`src/rtl/lsu_mem_port_if.sv`:
```
// ---------------------------------------------------------------------------
// lsu_mem_port_if
//
// Purpose:
//   Data-memory bus between the load/store unit and data memory. The bus has
//   a ready/valid address phase followed by a variable-latency completion
//   phase that is used by both reads and writes.
//
// Signals:
//   bus_valid      LSU -> mem   address phase valid
//   bus_ready      mem -> LSU   address phase accept
//   bus_we         LSU -> mem   write transaction
//   bus_addr       LSU -> mem   doubleword-aligned byte address
//   bus_wdata      LSU -> mem   store data placed on its byte lanes
//   bus_wstrb      LSU -> mem   byte-lane write strobes (zero for reads)
//   bus_rsp_valid  mem -> LSU   completion of the accepted transaction
//   bus_rdata      mem -> LSU   read data, valid with bus_rsp_valid
//
// Modports:
//   master  the load/store unit
//   slave   the data memory
// ---------------------------------------------------------------------------
interface lsu_mem_port_if #(
  parameter int XLEN = 64
);

  logic            bus_valid;
  logic            bus_ready;
  logic            bus_we;
  logic [XLEN-1:0] bus_addr;
  logic [XLEN-1:0] bus_wdata;
  logic [7:0]      bus_wstrb;
  logic            bus_rsp_valid;
  logic [XLEN-1:0] bus_rdata;

  modport master (
    output bus_valid,
    output bus_we,
    output bus_addr,
    output bus_wdata,
    output bus_wstrb,
    input  bus_ready,
    input  bus_rsp_valid,
    input  bus_rdata
  );

  modport slave (
    input  bus_valid,
    input  bus_we,
    input  bus_addr,
    input  bus_wdata,
    input  bus_wstrb,
    output bus_ready,
    output bus_rsp_valid,
    output bus_rdata
  );

endinterface

```
`src/rtl/lsu_mem_port.sv`:
```
// ---------------------------------------------------------------------------
// lsu_mem_port
//
// Purpose:
//   Load/store execution unit. Takes the memory controls from decode (store
//   enable, load enable, unshifted byte mask) plus address and store data,
//   performs the access on the 64-bit data-memory bus and hands load data,
//   aligned and sign/zero extended, back to the write-back path. The core
//   holds off new requests while one is outstanding (req_ready low).
//
// Ports:
//   i_clk           clock, rising edge
//   i_rst_n         asynchronous active-low reset
//   i_req_valid     core presents a memory request
//   o_req_ready     LSU can accept a request (idle only)
//   i_req_wen       store
//   i_req_ren       load
//   i_req_addr      byte address
//   i_req_wdata     store data, right-justified
//   i_req_mask      access size: 01 byte, 03 half, 0f word, ff double
//   i_req_unsigned  zero-extend the load result
//   o_rsp_valid     one-cycle completion pulse
//   o_rsp_rdata     extended load data (zero for stores and errors)
//   o_rsp_err       illegal, misaligned or timed-out access
//   bus             data-memory bus (master side)
// ---------------------------------------------------------------------------
module lsu_mem_port #(
  parameter int XLEN    = 64,
  parameter int TIMEOUT = 255,
  parameter int CNT_W   = 8
) (
  input  logic            i_clk,
  input  logic            i_rst_n,
  input  logic            i_req_valid,
  output logic            o_req_ready,
  input  logic            i_req_wen,
  input  logic            i_req_ren,
  input  logic [XLEN-1:0] i_req_addr,
  input  logic [XLEN-1:0] i_req_wdata,
  input  logic [7:0]      i_req_mask,
  input  logic            i_req_unsigned,
  output logic            o_rsp_valid,
  output logic [XLEN-1:0] o_rsp_rdata,
  output logic            o_rsp_err,
  lsu_mem_port_if.master  bus
);

  typedef enum logic [1:0] {
    IDLE = 2'd0,
    ADDR = 2'd1,
    DATA = 2'd2,
    RESP = 2'd3
  } LsuState;

  LsuState         r_state;
  LsuState         w_stateNext;

  logic [CNT_W-1:0] r_cnt;
  logic             r_we;
  logic [XLEN-1:0]  r_addr;
  logic [2:0]       r_off;
  logic [XLEN-1:0]  r_wdata;
  logic [7:0]       r_wstrb;
  logic [7:0]       r_mask;
  logic             r_unsigned;
  logic             r_err;
  logic [XLEN-1:0]  r_rdata;

  logic             w_maskLegal;
  logic             w_aligned;
  logic             w_reqErr;
  logic             w_cntHit;
  logic             w_capture;
  logic             w_cntClr;
  logic             w_cntInc;
  logic             w_rspDone;
  logic             w_timeoutErr;
  logic             w_busValid;
  logic [XLEN-1:0]  w_rdShift;
  logic [XLEN-1:0]  w_loadData;

  // Request legality: the mask must be one of the four access sizes and the
  // address must be naturally aligned for that size. Bytes are always
  // aligned. An illegal mask is reported through w_maskLegal so the
  // alignment result is don't-care there.
  always_comb begin
    w_maskLegal = 1'b1;
    w_aligned   = 1'b1;
    case (i_req_mask)
      8'h01:   w_aligned = 1'b1;
      8'h03:   w_aligned = (i_req_addr[0] == 1'b0);
      8'h0f:   w_aligned = (i_req_addr[1:0] == 2'b00);
      8'hff:   w_aligned = (i_req_addr[2:0] == 3'b000);
      default: w_maskLegal = 1'b0;
    endcase
  end

  assign w_reqErr = ~(i_req_wen ^ i_req_ren) | ~w_maskLegal | ~w_aligned;

  // The timeout fires on the cycle where the counter would step onto
  // TIMEOUT, so exactly TIMEOUT cycles are spent waiting in ADDR or DATA.
  assign w_cntHit = (r_cnt == CNT_W'(TIMEOUT - 1));

  // State register. Reset from any state simply drops the transaction in
  // flight; nothing is reported back to the core for it.
  always_ff @(posedge i_clk or negedge i_rst_n) begin
    if (!i_rst_n) begin
      r_state <= IDLE;
    end else begin
      r_state <= w_stateNext;
    end
  end

  // Next-state and control decode. The awaited handshake is tested before
  // the timeout so that a handshake landing on the final cycle still
  // completes normally. Completion pulses that arrive outside DATA never
  // reach this decode and are therefore ignored.
  always_comb begin
    w_stateNext  = r_state;
    w_capture    = 1'b0;
    w_cntClr     = 1'b0;
    w_cntInc     = 1'b0;
    w_rspDone    = 1'b0;
    w_timeoutErr = 1'b0;
    w_busValid   = 1'b0;
    o_req_ready  = 1'b0;
    o_rsp_valid  = 1'b0;
    case (r_state)
      IDLE: begin
        o_req_ready = 1'b1;
        if (i_req_valid) begin
          w_capture   = 1'b1;
          w_stateNext = w_reqErr ? RESP : ADDR;
        end
      end
      ADDR: begin
        w_busValid = 1'b1;
        w_cntInc   = 1'b1;
        if (bus.bus_ready) begin
          w_cntClr    = 1'b1;
          w_stateNext = DATA;
        end else if (w_cntHit) begin
          w_timeoutErr = 1'b1;
          w_stateNext  = RESP;
        end
      end
      DATA: begin
        w_cntInc = 1'b1;
        if (bus.bus_rsp_valid) begin
          w_rspDone   = 1'b1;
          w_stateNext = RESP;
        end else if (w_cntHit) begin
          w_timeoutErr = 1'b1;
          w_stateNext  = RESP;
        end
      end
      RESP: begin
        o_rsp_valid = 1'b1;
        w_stateNext = IDLE;
      end
      default: w_stateNext = IDLE;
    endcase
  end

  // Wait counter shared by ADDR and DATA. It restarts when a request is
  // accepted and again when the address phase is accepted, so each phase
  // gets its own full timeout budget.
  always_ff @(posedge i_clk or negedge i_rst_n) begin
    if (!i_rst_n) begin
      r_cnt <= '0;
    end else if (w_capture || w_cntClr) begin
      r_cnt <= '0;
    end else if (w_cntInc) begin
      r_cnt <= r_cnt + CNT_W'(1);
    end
  end

  // Bring the addressed bytes of the returned doubleword down to bit 0,
  // then keep the access size and extend it to the full register width.
  assign w_rdShift = bus.bus_rdata >> {r_off, 3'b000};

  always_comb begin
    w_loadData = w_rdShift;
    case (r_mask)
      8'h01: w_loadData = r_unsigned ? {{(XLEN-8){1'b0}}, w_rdShift[7:0]}
                                     : {{(XLEN-8){w_rdShift[7]}}, w_rdShift[7:0]};
      8'h03: w_loadData = r_unsigned ? {{(XLEN-16){1'b0}}, w_rdShift[15:0]}
                                     : {{(XLEN-16){w_rdShift[15]}}, w_rdShift[15:0]};
      8'h0f: w_loadData = r_unsigned ? {{(XLEN-32){1'b0}}, w_rdShift[31:0]}
                                     : {{(XLEN-32){w_rdShift[31]}}, w_rdShift[31:0]};
      default: w_loadData = w_rdShift;
    endcase
  end

  // Request capture and result registers. Bus-side fields are pre-shifted
  // onto their byte lanes at capture so the address phase drives them
  // straight from flops and they cannot move while waiting for bus_ready.
  // The result is cleared at capture, which leaves zero for stores, errors
  // and timeouts; only a completed load overwrites it.
  always_ff @(posedge i_clk or negedge i_rst_n) begin
    if (!i_rst_n) begin
      r_we       <= 1'b0;
      r_addr     <= '0;
      r_off      <= '0;
      r_wdata    <= '0;
      r_wstrb    <= '0;
      r_mask     <= '0;
      r_unsigned <= 1'b0;
      r_err      <= 1'b0;
      r_rdata    <= '0;
    end else if (w_capture) begin
      r_we       <= i_req_wen;
      r_addr     <= {i_req_addr[XLEN-1:3], 3'b000};
      r_off      <= i_req_addr[2:0];
      r_wdata    <= i_req_wdata << {i_req_addr[2:0], 3'b000};
      r_wstrb    <= i_req_wen ? (i_req_mask << i_req_addr[2:0]) : 8'h00;
      r_mask     <= i_req_mask;
      r_unsigned <= i_req_unsigned;
      r_err      <= w_reqErr;
      r_rdata    <= '0;
    end else if (w_timeoutErr) begin
      r_err      <= 1'b1;
    end else if (w_rspDone && !r_we) begin
      r_rdata    <= w_loadData;
    end
  end

  assign bus.bus_valid = w_busValid;
  assign bus.bus_we    = r_we;
  assign bus.bus_addr  = r_addr;
  assign bus.bus_wdata = r_wdata;
  assign bus.bus_wstrb = r_wstrb;

  assign o_rsp_err   = o_rsp_valid & r_err;
  assign o_rsp_rdata = o_rsp_valid ? r_rdata : '0;

endmodule

```
`src/flat_wrapper.sv`:
```
// flat-port wrapper written by rule: the top's interface ports become plain ports
module lsu_mem_port_flat 
#(
  parameter int XLEN    = 64,
  parameter int TIMEOUT = 255,
  parameter int CNT_W   = 8
)
  (i_clk, i_rst_n, i_req_valid, o_req_ready, i_req_wen, i_req_ren, i_req_addr, i_req_wdata, i_req_mask, i_req_unsigned, o_rsp_valid, o_rsp_rdata, o_rsp_err, bus_bus_valid, bus_bus_we, bus_bus_addr, bus_bus_wdata, bus_bus_wstrb, bus_bus_ready, bus_bus_rsp_valid, bus_bus_rdata);
  lsu_mem_port_if #(.XLEN(XLEN)) bus_i ();
  input  logic i_clk;
  input  logic i_rst_n;
  input  logic i_req_valid;
  output logic o_req_ready;
  input  logic i_req_wen;
  input  logic i_req_ren;
  input  logic [XLEN-1:0] i_req_addr;
  input  logic [XLEN-1:0] i_req_wdata;
  input  logic [7:0] i_req_mask;
  input  logic i_req_unsigned;
  output logic o_rsp_valid;
  output logic [XLEN-1:0] o_rsp_rdata;
  output logic o_rsp_err;
  output wire logic [$bits(bus_i.bus_valid)-1:0] bus_bus_valid;
  output wire logic [$bits(bus_i.bus_we)-1:0] bus_bus_we;
  output wire logic [$bits(bus_i.bus_addr)-1:0] bus_bus_addr;
  output wire logic [$bits(bus_i.bus_wdata)-1:0] bus_bus_wdata;
  output wire logic [$bits(bus_i.bus_wstrb)-1:0] bus_bus_wstrb;
  input wire logic [$bits(bus_i.bus_ready)-1:0] bus_bus_ready;
  input wire logic [$bits(bus_i.bus_rsp_valid)-1:0] bus_bus_rsp_valid;
  input wire logic [$bits(bus_i.bus_rdata)-1:0] bus_bus_rdata;
  assign bus_bus_valid = bus_i.bus_valid;
  assign bus_bus_we = bus_i.bus_we;
  assign bus_bus_addr = bus_i.bus_addr;
  assign bus_bus_wdata = bus_i.bus_wdata;
  assign bus_bus_wstrb = bus_i.bus_wstrb;
  assign bus_i.bus_ready = bus_bus_ready;
  assign bus_i.bus_rsp_valid = bus_bus_rsp_valid;
  assign bus_i.bus_rdata = bus_bus_rdata;
  lsu_mem_port #(.XLEN(XLEN), .TIMEOUT(TIMEOUT), .CNT_W(CNT_W)) u_core (.i_clk(i_clk), .i_rst_n(i_rst_n), .i_req_valid(i_req_valid), .o_req_ready(o_req_ready), .i_req_wen(i_req_wen), .i_req_ren(i_req_ren), .i_req_addr(i_req_addr), .i_req_wdata(i_req_wdata), .i_req_mask(i_req_mask), .i_req_unsigned(i_req_unsigned), .o_rsp_valid(o_rsp_valid), .o_rsp_rdata(o_rsp_rdata), .o_rsp_err(o_rsp_err), .bus(bus_i));
endmodule
```
`config.mk`:
```
export PLATFORM = sky130hd
export DESIGN_NAME = lsu_mem_port_flat
export DESIGN_NICKNAME = d
export VERILOG_FILES = /design/src/rtl/lsu_mem_port_if.sv /design/src/rtl/lsu_mem_port.sv /design/src/flat_wrapper.sv
export SDC_FILE = /design/constraint.sdc
export NUM_CORES = 1
export LEC_CHECK = 0
export BUFFER_PORTS_ARGS = -buffer_cell sky130_fd_sc_hd__buf_2
export CAP_MARGIN = 10
export CORE_ASPECT_RATIO = 0.8
export CORE_MARGIN = 2
export CORE_UTILIZATION = 40
export CTS_CLUSTER_SIZE = 25
export DETAILED_ROUTE_END_ITERATION = 8
export PLACE_DENSITY = 0.71
export SYNTH_ARGS = -nofsm -noshare
export SYNTH_HDL_FRONTEND = slang
export SYNTH_SLANG_ARGS = --single-unit
```
`constraint.sdc`:
```
create_clock -name i_clk -period 6.1 [get_ports i_clk]
set_input_delay 0.305 -clock i_clk [delete_from_list [all_inputs] [get_ports i_clk]]
set_output_delay 0.305 -clock i_clk [all_outputs]
set_load 0.02 [all_outputs]
```
==> results of run 1 <==
[cell type report]
cell class | instances | area [sq um]
antenna | 4 | 10.0
inverter | 10 | 37.5
clock buffer | 30 | 674
clock inverter | 14 | 241
tap | 420 | 526
sequential | 221 | 5530
multi-input combinational | 864 | 6560
fill | 2784 | 15000
timing repair buffer | 471 | 2660
[sequential cells by signal (all words and copies together) (netlist names)]
signal and flops:
u_core.bus.bus_addr 61, u_core.r_cnt 8, u_core.r_mask 8, u_core.bus.bus_wdata 64, u_core.r_rdata 64, u_core.r_unsigned 1
u_core.r_off 3, u_core.r_err 1, u_core.bus.bus_we 1, u_core.bus.bus_wstrb 8, u_core.r_state 2
[synth_stat cells, types with 2 or more instances]
cell type                   number  area [sq um]
sky130_fd_sc_hd__nor2b_1        28           175
sky130_fd_sc_hd__nand4b_1        2          17.5
sky130_fd_sc_hd__mux4_2         26           586
sky130_fd_sc_hd__o31a_1          2          17.5
sky130_fd_sc_hd__o21a_1          2          15.0
sky130_fd_sc_hd__dfrtp_1       221          5530
sky130_fd_sc_hd__o21ba_1         6          60.1
sky130_fd_sc_hd__buf_1          13          48.8
sky130_fd_sc_hd__o32ai_1         7          61.3
sky130_fd_sc_hd__xor2_1          6          52.6
sky130_fd_sc_hd__a21oi_1        61           305
sky130_fd_sc_hd__mux2_1          2          22.5
sky130_fd_sc_hd__a211o_1         9          78.8
sky130_fd_sc_hd__o31ai_1         2          15.0
sky130_fd_sc_hd__mux2i_1        78           781
sky130_fd_sc_hd__nand3_1        16          80.1
sky130_fd_sc_hd__buf_2          11          55.1
sky130_fd_sc_hd__nor3_1          6          30.0
sky130_fd_sc_hd__ha_1            6          75.1
sky130_fd_sc_hd__a22oi_1        15           113
sky130_fd_sc_hd__o21ai_1         8          40.0
sky130_fd_sc_hd__and2_1         78           488
sky130_fd_sc_hd__nand3b_1        2          15.0
sky130_fd_sc_hd__o31ai_2        30           375
sky130_fd_sc_hd__nor4_1          2          12.5
sky130_fd_sc_hd__a2bb2oi_1      13           114
sky130_fd_sc_hd__inv_1           8          30.0
sky130_fd_sc_hd__inv_2           2          7.51
sky130_fd_sc_hd__clkbuf_1       76           285
sky130_fd_sc_hd__a211oi_1       35           263
sky130_fd_sc_hd__nand2_1       122           458
sky130_fd_sc_hd__buf_6           3          33.8
sky130_fd_sc_hd__a22o_1         31           272
sky130_fd_sc_hd__nand2b_1        7          43.8
sky130_fd_sc_hd__o22a_1          8          70.1
sky130_fd_sc_hd__o22ai_1         9          56.3
sky130_fd_sc_hd__or3_1           4          25.0
sky130_fd_sc_hd__o21ai_0        67           335
sky130_fd_sc_hd__nor2_1         51           191
sky130_fd_sc_hd__mux2_2         98          1100
sky130_fd_sc_hd__buf_4           6          45.0
sky130_fd_sc_hd__nand4_1         5          31.3
[stage by stage]
stage	instances	instance area, sq um	hold WS [ns]	util
6_report	2034	16200	0.0302	0.520
3_5_place_dp	1938	14800	0.418	0.475
3_3_place_gp	1938	14800	0.417	0.475
2_1_floorplan	1205	12600	0.00941	-
5_1_grt	2034	16200	0.0141	0.520
4_1_cts	2030	16200	0.000742	0.520
[metal layers]
metal  global-route usage  vias up
met4               0.0786        0
li1                     -     5143
met5                    0        -
met1                0.344     5365
met3               0.0486       78
met2                0.358      497
[logic make-up (layout without fill, tap and decap cells)]
| group | after synthesis | after routing | share of synthesized area |
|---|---|---|---|
| and+or+nand+nor | 331 | 331 | 0.130 |
| AOI/OAI and AO/OA | 313 | 313 | 0.181 |
| DFF | 221 | 221 | 0.439 |
| muxes | 204 | 204 | 0.198 |
| buffers and inverters | 120 | 525 | 0.0413 |
| xor gates and xnor gates | 7 | 7 | 0.00487 |
| adders and majority gates | 6 | 6 | 0.00596 |
| other | 1 | 7 | 0.000298 |
[worst paths after layout]
kind / startpoint / to / slack (ns) / cells past startpoint
min in group asynchronous: i_rst_n / u_core.r_cnt[7] / 0.41 / 2
hold reg to reg: u_core.r_rdata[63] / u_core.r_rdata[63] / 0.47 / 2
hold / removal: i_req_addr[41] / u_core.bus.bus_addr[41] / 0.03 / 2
setup / recovery: u_core.r_state[0] / u_core.r_rdata[23] / 2.63 / 7
setup reg to reg: u_core.r_state[0] / u_core.r_rdata[23] / 2.63 / 7
max in group asynchronous: i_rst_n / u_core.bus.bus_addr[62] / 4.60 / 3
[layout by cell type, fill, tap and decap left out, drive strengths merged, types with 48 or more instances in the layout]
cell type,instances
dfrtp,221
nand2,122
and2,78
mux2i,78
nor2,51
mux2,100
o21ai,75
a21oi,61
dlygate4sd3,48
buf,423
[power by group through the flow]
stage | registers, mW | clock network (mW) | logic, mW
floorplan | 2.93 | 0 | 2.06
global placement | 2.50 | 0 | 3.55
detailed placement | 2.53 | 0 | 3.61
CTS | 2.51 | 1.70 | 3.66
global route | 2.60 | 1.76 | 3.95
finish | 2.53 | 1.66 | 3.67
==> flow_metrics.tcl, run 1 <==
set metrics [dict create \
    critPathMaxFanout 42 \
    critical_path.cell_chain "inv_1 -> ha_1 -> inv_2 -> a2111oi_2 -> or2_2 -> nand2b_1 -> nand3_1" \
    tritoncts "built" \
    port-buffer-count 409 \
    crit_buf_inv 2 \
    critical_path.top_delay_family "simple AND/OR/NAND/NOR gates" \
    place_congestion 0.940 \
    drt_first_iter_violations 1027 \
    crit_path_end_kind "register" \
    clockBufferDepth 3 \
    switching_share 0.415 \
    hold_violations 0 \
    worst_clock_skew_ns 0.00787 \
    highest-signal-layer "met4" \
    power.switching_mw 3.26 \
    drt_pass1_iterations 5 \
    report.power.total_mw 7.86 \
    ys_types 61 \
    synth_edf_count 0 \
    tns_ns 0 \
    internal-power_mw 4.60 \
    clk_transition_reported_paths_ns 0.07 \
    run_status "finished, final reports clean" \
    cts-resized-gates 0 \
    async_reset_ff_frac 1.00 \
    maxSlewHeadroom 0.176 \
    critPathLaunchType "register" \
    row_count 58 \
    viasPerCell 5.45 \
    power_density_normalized_to_cell_area_nw_per_um2 484 \
    nNetsFinal 1806 \
    comb_power_share 0.467 \
    min-delay-path-class "input pin to register" \
    floorplan.die.width_um 202 \
    seq_power_share 0.321 \
    cts_num_sinks 221 \
    initial_utilization 0.403 \
    cts.hold.buffers_added 48 \
    combined_area_of_all_synthesized_cells_sq_um 12600 \
    grt_pass1_wl_um 61900 \
    syn_area_per_cell_sq_um 10.5 \
    first_global_vias 10800 \
    route.met3.wl_um 3220 \
    setup_viol_count_final 0 \
    drv.max_cap_violation_count 0 \
    dp_hpwl_um 29400 \
    synth_to_final_area_change_pct 29.0 \
    ios 413 \
    clockPowerShare 0.212 \
    finalWorstSetupSlack_ns 2.63 \
    insertion_delay_ns 0.52 \
    rsz0062_at_grt "false" \
    crit_arrival_ns 3.85 \
    worst_slack_after_detailed_placement_ns 2.65 \
    max_slew.worst_pin.slew_ns 1.24 \
    die_height_um 163 \
    ant_nets 0 \
    grt_overflow_total 0 \
    core_area_sq_um 31200 \
    routed_length_per_placed_instance_um 20.0 \
    detail_route.wirelength_um 40800 \
    routed_length_on_met2_um 18000 \
    antenna_violations_before_repair 4 \
    cts.repair_timing.setup_buffer_count 0 \
    total_number_of_vias 11100 \
    yosys_register_bits 221 \
    cts_buffers 24 \
    clk_root_buffer_cell "sky130_fd_sc_hd__clkbuf_16" \
    synth_seq_area_share 0.439 \
    drt_drc_violations_left 0 \
    die_area_sq_um 32900 \
    leakage_nw 7.99 \
    timing_max_transition_violations_final 0 \
    cts.htree.levels 1 \
    final.period_utilization 0.569 \
    synth-main-ff-cell "sky130_fd_sc_hd__dfrtp_1" \
    final_layout_size_suffix_gt1_frac 0.391 \
    ir_drop_mv 0.338 \
    gr-usage-all-layers 0.238 \
    criticalPathCategory "register to register" \
    synth_warnings 0 \
    maximum_clock_frequency_mhz 288 \
    m1WireLength_um 18400 \
    critical_path_s_slowest_cell "sky130_fd_sc_hd__or2_2" \
    layout_min_cycle_time_ns 3.47 \
    postSynthCellCount 1203 \
    worstPathRequired_ns 6.48 \
    grt_start_max_net_pins 119 \
    maximum_cell_stage_delay_along_the_critical_path_ns 1.04 \
]
Power figures use the tool's default switching activity.
==> run 2, diff against run 1 <==
--- a/config.mk
+++ b/config.mk
@@ -5,6 +5,7 @@
 export SDC_FILE = /design/constraint.sdc
 export NUM_CORES = 1
 export LEC_CHECK = 0
+export ABC_AREA = 1
 export BUFFER_PORTS_ARGS = -buffer_cell sky130_fd_sc_hd__buf_2
 export CAP_MARGIN = 10
 export CORE_ASPECT_RATIO = 0.8
@@ -12,7 +13,7 @@
 export CORE_UTILIZATION = 40
 export CTS_CLUSTER_SIZE = 25
 export DETAILED_ROUTE_END_ITERATION = 8
-export PLACE_DENSITY = 0.71
+export PLACE_DENSITY = 0.7
 export SYNTH_ARGS = -nofsm -noshare
 export SYNTH_HDL_FRONTEND = slang
 export SYNTH_SLANG_ARGS = --single-unit
==> constraint.sdc (replaced) <==
create_clock -name i_clk -period 3.3 [get_ports i_clk]
set_input_delay 0.165 -clock i_clk [delete_from_list [all_inputs] [get_ports i_clk]]
set_output_delay 0.165 -clock i_clk [all_outputs]
set_load 0.02 [all_outputs]
==> run 2 against run 1 <==
Die area rose by 1.6%. Critical path type unchanged. Largest power group unchanged. Clock skew rose by 0.016 ns. Maximum frequency rose by 26%. Flip-flop and latch count did not move.
==> flow_metrics.tcl, run 2 <==
set metrics [dict create \
    cts.repair_timing.setup_buffer_count 0 \
    cts.htree.levels 1 \
    port-buffer-count 409 \
    clockPowerShare 0.212 \
    synth_top_area_share 0.432 \
    cts-resized-gates 0 \
    worstPathRequired_ns 3.71 \
    num-fill-cells 3065 \
    final_layout_size_suffix_gt1_frac 0.222 \
    final.period_utilization 0.837 \
    crit_arrival_ns 3.17 \
    rsz0062_at_grt "false" \
    tns_ns 0 \
    hold_violations 0 \
    detailed_place.area_sq_um 15100 \
    gr-usage-all-layers 0.280 \
    clk_transition_reported_paths_ns 0.06 \
    most_used_cells_in_the_layout_excluding_fill_and_tap_cells "sky130_fd_sc_hd__nand2_1, sky130_fd_sc_hd__buf_2, sky130_fd_sc_hd__dfrtp_1, sky130_fd_sc_hd__o21ai_0, sky130_fd_sc_hd__nand3_1" \
    synth_edf_count 0 \
    detail_route.wirelength_um 48000 \
    worst_clock_skew_ns 0.0237 \
    ant_nets 0 \
    drt_first_iter_violations 1362 \
    ios 413 \
    power_density_normalized_to_cell_area_nw_per_um2 878 \
    timing_max_transition_violations_final 0 \
    maximum_cell_stage_delay_along_the_critical_path_ns 0.57 \
    ir_drop_mv 0.549 \
    ys_types 38 \
    crit_buf_inv 1 \
    netlist_top_cells_count "sky130_fd_sc_hd__nand2_1, sky130_fd_sc_hd__dfrtp_1, sky130_fd_sc_hd__o21ai_0" \
    layout.cells.most_common "sky130_fd_sc_hd__nand2_1" \
    power.switching_mw 6.73 \
    first_global_vias 13700 \
    leakage_nw 9.61 \
    initial_utilization 0.406 \
    cts_buffers 25 \
    grt_overflow_total 0 \
    row_count 58 \
    most_repeated_library_cell_on_the_critical_path "sky130_fd_sc_hd__nand2_1" \
    comb_power_share 0.470 \
    core_area_sq_um 31500 \
    ys_top_cells_by_area "sky130_fd_sc_hd__dfrtp_1, sky130_fd_sc_hd__nand2_1, sky130_fd_sc_hd__o21ai_0, sky130_fd_sc_hd__nand3_1, sky130_fd_sc_hd__inv_1" \
    combined_area_of_all_synthesized_cells_sq_um 12800 \
    max_slew.worst_pin.slew_ns 1.14 \
    syn_area_per_cell_sq_um 6.81 \
    synth-main-ff-cell "sky130_fd_sc_hd__dfrtp_1" \
    routed_length_per_placed_instance_um 17.6 \
    maxSlewHeadroom 0.237 \
    grt_start_max_net_pins 100 \
    setup_viol_count_final 0 \
    drt_pass1_iterations 5 \
    tritoncts "built" \
    critPathMaxFanout 32 \
    synth_to_final_area_change_pct 30.8 \
    viasPerCell 5.25 \
    antenna_violations_before_repair 3 \
    place_congestion 0.964 \
    critical_path.top_delay_family "simple AND/OR/NAND/NOR gates" \
    clk_root_buffer_cell "sky130_fd_sc_hd__clkbuf_16" \
    synth_largest_area_cell "sky130_fd_sc_hd__dfrtp_1" \
    insertion_delay_ns 0.53 \
    cts_num_sinks 221 \
    grt_pass1_wl_um 74000 \
    finalWorstSetupSlack_ns 0.536 \
    drt_drc_violations_left 0 \
    yosys_register_bits 221 \
    synth_warnings 0 \
    cts.hold.buffers_added 76 \
    report.power.total_mw 14.7 \
    nNetsFinal 2508 \
    critPathLaunchType "register" \
    synth_seq_area_share 0.432 \
    dp_hpwl_um 34100 \
    layout_min_cycle_time_ns 2.76 \
    clockBufferDepth 3 \
    seq_power_share 0.318 \
    maximum_clock_frequency_mhz 362 \
    critical_path.cell_chain "inv_1 -> nand3_1 -> nand3_1 -> nand2_1 -> nand2_1 -> nand4_4 -> nand2_1 -> nand2_1" \
    die_height_um 164 \
    die_area_sq_um 33500 \
    crit_path_end_kind "register" \
    total_number_of_vias 14300 \
    run_status "finished, final reports clean" \
    critical_path_s_slowest_cell "sky130_fd_sc_hd__dfrtp_2" \
    criticalPathCategory "register to register" \
    finished_layout_cell_area_sq_um 16700 \
    drv.max_cap_violation_count 0 \
    floorplan.die.width_um 204 \
    postSynthCellCount 1879 \
    internal-power_mw 7.96 \
    switching_share 0.458 \
    synth_most_common_cell "sky130_fd_sc_hd__nand2_1" \
    worst_slack_after_detailed_placement_ns 0.619 \
    min-delay-path-class "input pin to register" \
    async_reset_ff_frac 1.00 \
]
==> run 2: cell count changes after synthesis, sizes merged, moves of 57 or more <==
| cell | delta |
|---|---|
| nand2 | +762 |
| inv | +118 |
| nand3 | +110 |
| mux2 | -100 |
| and2 | -76 |
| o21ai | +62 |
| mux2i | -60 |
| nor2 | +57 |
==> run 2: power groups by stage <==
| stage | Clock (mW) | Combinational (mW) | Sequential, mW |
|---|---|---|---|
| floorplan | 0 | 3.80 | 5.27 |
| global placement | 0 | 6.64 | 4.62 |
| detailed placement | 0 | 6.74 | 4.61 |
| CTS | 3.16 | 6.83 | 4.62 |
| global route | 3.27 | 7.61 | 4.77 |
| finish | 3.12 | 6.91 | 4.67 |
==> run 2: path summary, 6_finish.rpt <==
path / startpoint / to / slack, ns / depth (start not counted)
worst min-delay path: i_req_wdata[62] / u_core.bus.bus_wdata[62] / 0.007 / 5
worst max-delay path: u_core.r_off[1] / u_core.r_rdata[61] / 0.54 / 8
worst min register to register: u_core.bus.bus_addr[62] / u_core.bus.bus_addr[62] / 0.47 / 2
max in group asynchronous: i_rst_n / u_core.bus.bus_wdata[33] / 2.05 / 3
worst max register to register: u_core.r_off[1] / u_core.r_rdata[61] / 0.54 / 8
min in group asynchronous: i_rst_n / u_core.bus.bus_wdata[44] / 0.22 / 2
==> run 2: cell families after synthesis <==
family	share of synthesized area
muxes	0.0141
AOI/OAI and AO/OA	0.109
other	0.000293
and+or+nand+nor	0.357
DFF	0.432
buffers and inverters	0.0825
adders and majority gates	0.00586
==> run 2: worst register-to-register path, stage by stage, from the launching register on <==
cell	delay [ns]
sky130_fd_sc_hd__dfrtp_2	0.57
sky130_fd_sc_hd__inv_1	0.47
sky130_fd_sc_hd__nand3_1	0.18
sky130_fd_sc_hd__nand3_1	0.10
sky130_fd_sc_hd__nand2_1	0.10
sky130_fd_sc_hd__nand2_1	0.35
sky130_fd_sc_hd__nand4_4	0.57
sky130_fd_sc_hd__nand2_1	0.23
sky130_fd_sc_hd__nand2_1	0.08
==> run 2: final cells by class <==
class	instances	area, sq um	share of cell area
multi-input combinational	1405	6240	0.372
tap	420	526	0.0314
clock buffer	33	706	0.0422
inverter	129	484	0.0289
timing repair buffer	512	3050	0.182
clock inverter	10	206	0.0123
antenna	2	5.00	0.000299
sequential	221	5530	0.330
==> run 2: layer usage <==
metal  vias up  share of wire  track usage
li1       6756              -            -
met1      6698           0.42        0.385
met2       753           0.44        0.435
met3       133          0.098       0.0621
met4         2          0.038       0.0998
met5         -        0.00027            0
==> run 2: per-stage QoR <==
| step | util | cells | hold slack, ns |
|---|---|---|---|
| 2_1_floorplan | - | 1881 | -0.131 |
| 3_3_place_gp | 0.478 | 2611 | 0.223 |
| 3_5_place_dp | 0.478 | 2611 | 0.220 |
| 4_1_cts | 0.531 | 2730 | 0.000839 |
| 5_1_grt | 0.532 | 2732 | 0.0200 |
| 6_report | 0.532 | 2732 | 0.00686 |
